[src/rtl/seq_det_ctrl.sv]
// Programmable serial pattern detector: handshake-loaded config, arm/disarm, match counting.
// Optional idle watchdog enabled by defining SEQ_DET_CTRL_TIMEOUT_EN.
module seq_det_ctrl #(
  parameter int MAXLEN  = 8,
  parameter int LENW    = 4,
  parameter int CNTW    = 8,
  parameter int TIMEOUT = 255
) (
  input  logic              clk,
  input  logic              rst,
  input  logic              in,
  input  logic              cfg_valid,
  output logic              cfg_ready,
  input  logic [MAXLEN-1:0] cfg_pattern,
  input  logic [LENW-1:0]   cfg_len,
  input  logic              cfg_overlap,
  input  logic [CNTW-1:0]   cfg_thresh,
  input  logic              start,
  input  logic              stop,
  output logic              match,
  output logic [CNTW-1:0]   count,
  output logic              busy,
  output logic              done,
  output logic              timeout
);

  typedef enum logic [1:0] {S_IDLE, S_ARMED, S_DONE} state_t;

  state_t            state;
  logic [MAXLEN-1:0] pat_q;
  logic [LENW-1:0]   len_q;
  logic              ovl_q;
  logic [CNTW-1:0]   thr_q;
  // The oldest bit never takes part in a compare, so only MAXLEN-1 bits are kept.
  logic [MAXLEN-2:0] hist;
  logic [LENW-1:0]   fill;

  logic              cfg_fire;
  logic [LENW-1:0]   len_clamped;
  logic [MAXLEN-1:0] hist_nxt;
  logic [MAXLEN-1:0] mask;
  logic [LENW:0]     fill_p1;
  logic              hit;
  logic [CNTW-1:0]   count_inc;
  logic              thresh_hit;

  assign cfg_fire  = cfg_valid & cfg_ready;
  assign hist_nxt  = {hist, in};
  assign fill_p1   = {1'b0, fill} + (LENW+1)'(1);
  assign count_inc = (&count) ? count : count + CNTW'(1);

  // NOTE: every always_comb output gets a default first so no latch can be inferred.
  always_comb begin
    len_clamped = cfg_len;
    if (cfg_len == '0)                  len_clamped = LENW'(1);
    else if (int'(cfg_len) > MAXLEN)    len_clamped = LENW'(MAXLEN);
    mask = '0;
    for (int i = 0; i < MAXLEN; i++) mask[i] = (i < int'(len_q));
  end

  assign hit = (state == S_ARMED) && (fill_p1 >= {1'b0, len_q}) &&
               (((hist_nxt ^ pat_q) & mask) == '0);
  assign thresh_hit = hit && (thr_q != '0) && (count_inc == thr_q);

`ifdef SEQ_DET_CTRL_TIMEOUT_EN
  localparam int WDW = (TIMEOUT > 1) ? $clog2(TIMEOUT) : 1;
  logic [WDW-1:0] wd;
  logic           timeout_q;
  assign timeout = timeout_q;
`else
  logic unused_timeout;
  assign unused_timeout = |32'(TIMEOUT);
  assign timeout = 1'b0;
`endif

  // NOTE: all state below uses non-blocking assignments so every register sees pre-edge values.
  always_ff @(posedge clk or negedge rst) begin
    if (!rst) begin
      state     <= S_IDLE;
      pat_q     <= MAXLEN'(5'b11010);
      len_q     <= LENW'(5);
      ovl_q     <= 1'b1;
      thr_q     <= '0;
      hist      <= '0;
      fill      <= '0;
      match     <= 1'b0;
      count     <= '0;
      busy      <= 1'b0;
      done      <= 1'b0;
      cfg_ready <= 1'b1;
`ifdef SEQ_DET_CTRL_TIMEOUT_EN
      wd        <= '0;
      timeout_q <= 1'b0;
`endif
    end else begin
      match <= 1'b0;
`ifdef SEQ_DET_CTRL_TIMEOUT_EN
      timeout_q <= 1'b0;
`endif
      if (cfg_fire) begin
        pat_q <= cfg_pattern;
        len_q <= len_clamped;
        ovl_q <= cfg_overlap;
        thr_q <= cfg_thresh;
      end
      case (state)
        S_IDLE, S_DONE: begin
          if (start && !stop) begin
            state     <= S_ARMED;
            count     <= '0;
            hist      <= '0;
            fill      <= '0;
            busy      <= 1'b1;
            done      <= 1'b0;
            cfg_ready <= 1'b0;
`ifdef SEQ_DET_CTRL_TIMEOUT_EN
            wd        <= '0;
`endif
          end
        end
        S_ARMED: begin
          if (stop) begin
            state     <= S_IDLE;
            busy      <= 1'b0;
            cfg_ready <= 1'b1;
          end else begin
            hist <= hist_nxt[MAXLEN-2:0];
            if (hit && !ovl_q)                fill <= '0;
            else if (int'(fill) < MAXLEN)     fill <= fill + LENW'(1);
            if (hit) begin
              match <= 1'b1;
              count <= count_inc;
            end
            if (thresh_hit) begin
              state     <= S_DONE;
              busy      <= 1'b0;
              done      <= 1'b1;
              cfg_ready <= 1'b1;
            end
`ifdef SEQ_DET_CTRL_TIMEOUT_EN
            // A hit on the expiry edge wins and restarts the watchdog.
            if (hit) begin
              wd <= '0;
            end else if (int'(wd) >= TIMEOUT - 1) begin
              state     <= S_IDLE;
              busy      <= 1'b0;
              cfg_ready <= 1'b1;
              timeout_q <= 1'b1;
            end else begin
              wd <= wd + WDW'(1);
            end
`endif
          end
        end
        default: begin
          state     <= S_IDLE;
          busy      <= 1'b0;
          cfg_ready <= 1'b1;
        end
      endcase
    end
  end

endmodule

[config.mk]
export PLATFORM = sky130hd
export DESIGN_NAME = seq_det_ctrl
export DESIGN_NICKNAME = d
export VERILOG_FILES = /design/src/rtl/seq_det_ctrl.sv
export SDC_FILE = /design/constraint.sdc
export NUM_CORES = 1
export LEC_CHECK = 0
export BUFFER_PORTS_ARGS = -buffer_cell sky130_fd_sc_hd__buf_2
export CAP_MARGIN = 5
export CELL_PAD_IN_SITES_DETAIL_PLACEMENT = 0
export CELL_PAD_IN_SITES_GLOBAL_PLACEMENT = 1
export CORE_UTILIZATION = 44
export CTS_CLUSTER_SIZE = 25
export DETAILED_ROUTE_END_ITERATION = 10
export GPL_TIMING_DRIVEN = 0
export PLACE_DENSITY = 0.8
export REMOVE_ABC_BUFFERS = 1
export SLEW_MARGIN = 20
export SYNTH_ARGS = -nofsm -noshare
export SYNTH_HDL_FRONTEND = slang
export SYNTH_SLANG_ARGS = --single-unit
[constraint.sdc]
create_clock -name clk -period 2.6 [get_ports clk]
set_clock_uncertainty 0.05 [all_clocks]
set_input_delay 0.13 -clock clk [delete_from_list [all_inputs] [get_ports clk]]
set_output_delay 0.13 -clock clk [all_outputs]
set_load 0.02 [all_outputs]
# Word level (Yosys, flattened, before mapping)
# Index checks and enable logic that the tools add are counted.
# word_totals
input_bits	27
reg_bits	46
elab_cells	90
out_inout_bits	13
# op_classes
n_reduce_logical	20
addsub	3
order_cmp	11
mux	32
eq_ne	9
bitwise	3
# ops
op	count
$mux W8	4
$mux W4	6
$lt A3 B4 Y1 const A	4
$pmux W8 S2	1
$mux W7	2
$pmux W7 S2	1
$reduce_and A4 Y1	3
$mux W1	10
$add A8 B1 Y8 const B	1
$and A8 B8 Y8	1
$eq A8 B8 Y1	1
$logic_not A8 Y1	1
$lt A1 B4 Y1 const A	2
$lt A2 B4 Y1 const A	2
$ne A2 B2 Y1 const B	4
$pmux W4 S2	1
$reduce_and A8 Y1	1
$reduce_bool A8 Y1	1
$xor A8 B8 Y8	1
$logic_and A1 B1 Y1	6
$mux W2	3
$pmux W1 S2	3
$add A4 B1 Y5 const B	1
$ge A5 B4 Y1	1
other kinds (16)	17

# Depth between registers and ports, before layout
# logic_depth
word_depth	9
ltp_mapped	9
ltp_nobuf	8

# Worst setup path after synthesis
# OpenSTA, ideal clock, no wires.
# synth_path
path_type	reg-to-reg
start	reg fill[0]
end	reg count[6]
t_required_ns	2.456
path_buffers	0
path_stages_with_launch	9
slack_ns	0.322
arrival_ns	2.134
synth_period_minus_slack_ns	2.278
setup_time_ns	0.094
cell_sequence	dfrtp_1 -> ha_1 -> xor2_1 -> ha_1 -> o21ai_0 -> o21ai_0 -> nand4_2 -> or4_1 -> a211oi_1
# synth_via
elab_chain_len	6
# synth_rtl
element	line	source
start: declaration	36	logic [LENW-1:0] fill;
$add A4 B1 Y5	49	assign fill_p1 = {1'b0, fill} + (LENW+1)'(1);
$ge A5 B4 Y1	61	assign hit = (state == S_ARMED) && (fill_p1 >= {1'b0, len_q}) &&
$logic_and A1 B1 Y1 (2 in series)	61	
$ne A2 B2 Y1 (no line)	n/a	
$reduce_and A4 Y1 (no line)	n/a	
end signal: assignment	132	count <= count_inc;
end: declaration	21	output logic [CNTW-1:0] count,
# No other way between the ends.
# A chain may end at the register's enable or synchronous reset.

# Worst setup path in the final report
# layout_path
start	reg count[0]
end	reg busy
# layout_via
elab_chain_len	6
elab_cells_between_ends	7
cone_classes	1 x add/sub; 2 x eq/ne; 1 x mux; 3 x reduce/logical
# layout_rtl
element	line	source
$add A8 B1 Y8 or $reduce_and A8 Y1 (tied branches)	50	assign count_inc = (&count) ? count : count + CNTW'(1);
$mux W8 (*)	50	
$eq A8 B8 Y1 (*)	63	assign thresh_hit = hit && (thr_q != '0) && (count_inc == thr_q);
$logic_and A1 B1 Y1 (*)	63	
$ne A3 B3 Y1 (no line) (*)	n/a	
$reduce_and A2 Y1 (no line) (*)	n/a	
end signal: assignment	88	busy <= 1'b0;
end signal: assignment	113	busy <= 1'b1;
end signal: assignment	124	busy <= 1'b0;
end: declaration	22	output logic busy,
# Every way passes the cells marked *; elsewhere a longest branch is shown, timed or not.

==> flow_summary_export.csv <==
group,metric,value,unit
run_status,outcome,"complete, no violations",
timing,slew_headroom,38.7,%
clocking,cts_tree,"yes",
synth,postSynth.asyncResetShare,100,%
routing,wire_per_inst,15.0,um
layout,final_util,53.2,%
routing,vias_per_cell,5.70,
synth,ys_types,52,
timing,worst_slew_pin_slew,0.917,ns
layout,stdcell_count,358,
setup_path,cp_max_fo,8,
layout,num_antenna_cells,0,
layout,finalNetCount,318,
routing,drt_iter0_drc,98,
placed_design,numPortBuffers,38,
routing,drcViolationCount,0,
global_route,grt_usage,19.2,%
die,fp.dieW,77.6,um
layout,fillers,509,
global_route,grt_max_degree,47,
placed_design,gp_congestion,0.840,
timing,fin_tns_setup,0,ns
global_route,grt_pass1_vias,1946,
power_and_ir_drop,p_leak,0.00128,uW
setup_path,crit_type,"register to register",
die,initial_core_util,45.7,%
timing,finalHoldViolCount,0,
layout,layout_commonest_cell,"dfrtp_1",
setup_path,cp.required,2.73,ns
run,cap_violations,0,
die,dieHeight,77.6,um
timing,setup_violations,0,
setup_path,cp-end-kind,"register",
synth,synth_ff_type,"dfrtp_1",
layout,drive_gt1_share,30.4,%
layout,mostFrequentLayoutCells,"dfrtp_1, buf_2, mux2_2, nand2_1, o21ai_0",
clocking,cts_sinks,46,
synth,ys_ff_latch,46,
routing,dr.pass1.iters,4,
routing,ant_nets,0,
die,dieArea,0.00603,mm^2
clocking,htree_levels,2,
synth,synth_edf_count,0,
synth,synthesis.area,0.00252,mm^2
global_route,antenna_found_initial,0,
hold_path,hold_path_class,"primary input to register",
clocking,clockBufferDepth,2,
power_and_ir_drop,p_per_area,644,mW/mm^2
synth,ys_seq_area_share,46.1,%
global_route,grt-ovfl-total,0,
routing,totalWireLength,5390,um
timing,finalCritPeriodShare,95.8,%
power_and_ir_drop,peakVddDrop,0.381,mV
placed_design,post-place-ws,-0.107,ns
setup_path,cp.arrival,2.62,ns
clocking,cts_buffers,5,
timing,maxSlewViolCount,0,
global_route,grt_pass1_wl,9140,um
layout,post-route-cell-area,0.00293,mm^2
synth,synth_warnings,0,
clocking,clk_pin_slew,0.09,ns
setup_path,reg2reg_from,"count[0]$_DFFE_PN0P_",
synth,syn_area_per_cell,10.3,um^2
routing,vias,2039,
clocking,cts-root-buf,"clkbuf_8",
timing,max_freq,402,MHz
timing,rsz0062_at_grt,"false",
setup_path,crit_path_start_kind,"register",
layout,area_delta_synth_final,16.3,%
die,io_pins,40,
die,rows,27,
placed_design,dpl.cell_count,343,
setup_path,startpoint,"count[0]$_DFFE_PN0P_",
hold_path,min-delay-start,"cfg_overlap",
clocking,clk_latency,0.29,ns
timing,setup_slack,0.110,ns
timing,period_needed,2.49,ns
synth,synth_cells,245,
placed_design,placed_cell_area,0.00275,mm^2
placed_design,dp_hpwl,3710,um
die,core-area,0.00551,mm^2
==> cell type report <==
class	count	area, um^2	share of cell area (%)
Clock inverter	1	5.00	0.171
Tap cell	72	90.1	3.08
Clock buffer	7	86.3	2.95
Inverter	7	26.3	0.897
Sequential cell	46	1160	39.7
Timing Repair Buffer	45	253	8.63
Multi-Input combinational cell	180	1310	44.6
==> what timing repair did <==
item	CTS	global route
endpoints found under the hold margin	15	1
hold buffers	2	1
endpoints found under the setup margin	5	8
pin swaps	1	1
setup buffers	4	0
gates resized for setup	2	6
==> path summary, 6_finish.rpt <==
kind / depth (start not counted) / slack, ns / to
worst min-delay path: 2 / 0.01 / ovl_q$_DFFE_PN1P_
worst max register to register: 7 / 0.11 / busy$_DFFE_PN0P_
worst max-delay path: 7 / 0.11 / busy$_DFFE_PN0P_
max in group asynchronous: 2 / 1.75 / fill[0]$_DFFE_PN0P_
worst min register to register: 2 / 0.48 / done$_DFFE_PN0P_
min in group asynchronous: 2 / 0.33 / busy$_DFFE_PN0P_
==> cells in the mapped netlist, types with 3 or more instances <==
library cell	instances	area share (%)
o21ai_0	18	3.6
nand2_1	18	2.7
o211ai_1	3	0.89
nor3_1	4	0.80
or3_1	3	0.75
a22o_1	7	2.4
clkbuf_1	9	1.3
a31oi_1	7	1.7
xor2_1	8	2.8
mux2_2	21	9.4
o22ai_1	3	0.75
nor4_1	4	0.99
ha_1	6	3.0
a21oi_1	5	0.99
and2_1	3	0.75
xnor2_1	6	2.1
nand3_1	5	0.99
dfrtp_1	39	39
or4_1	3	0.89
dfstp_2	7	7.3
nand2b_1	8	2.0
nor2_1	15	2.2
inv_1	7	1.0
o31ai_1	4	1.2
==> state kept, by name, summed over array words and instances (netlist names), 2 cells and up <==
signal and cells:
hist 7, len_q 4, state 2, pat_q 8, fill 4, count 8
thr_q 8
==> power by group <==
part | internal (uW) | switching, uW
registers | 852 | 123
logic | 235 | 226
clock network | 215 | 233
total | 1300 | 582
==> per-layer routing <==
metal,vias to the layer above,GRT usage [%],routed length [um]
met4,0,6.04,45
met5,-,0,0
li1,990,-,-
met1,1007,26.5,2580
met2,38,30.0,2530
met3,4,4.24,233
==> cell families (layout without fill, tap and decap cells) <==
| group | after synthesis | count (layout) | synth area share, % |
|---|---|---|---|
| mux | 22 | 22 | 9.79 |
| compound gates | 62 | 62 | 17.1 |
| flops | 46 | 46 | 46.1 |
| buf+inv | 19 | 60 | 3.03 |
| xor+xnor | 14 | 14 | 4.87 |
| other cells | 1 | 1 | 0.149 |
| simple gates | 75 | 75 | 16.0 |
| fa+ha+maj | 6 | 6 | 2.98 |
==> critical path, stage by stage, from the launching register on <==
cell and delay, ns:
dfrtp_1 0.46, ha_1 0.34, nand4_1 0.16, nor2_1 0.10, a2111oi_0 0.46, o211a_1 0.22
nand4_1 0.26, o2111a_1 0.34
==> metrics by stage <==
| stage | hold WS [ns] | total power (uW) |
|---|---|---|
| global placement | 0.267 | 1420 |
| floorplan | -0.216 | 1290 |
| finish | 0.0138 | 1880 |
| global route | 0.00288 | 2010 |
| detailed placement | 0.282 | 1430 |
| CTS | 0.00690 | 1900 |
No activity file was read; power rests on OpenSTA's default activity.
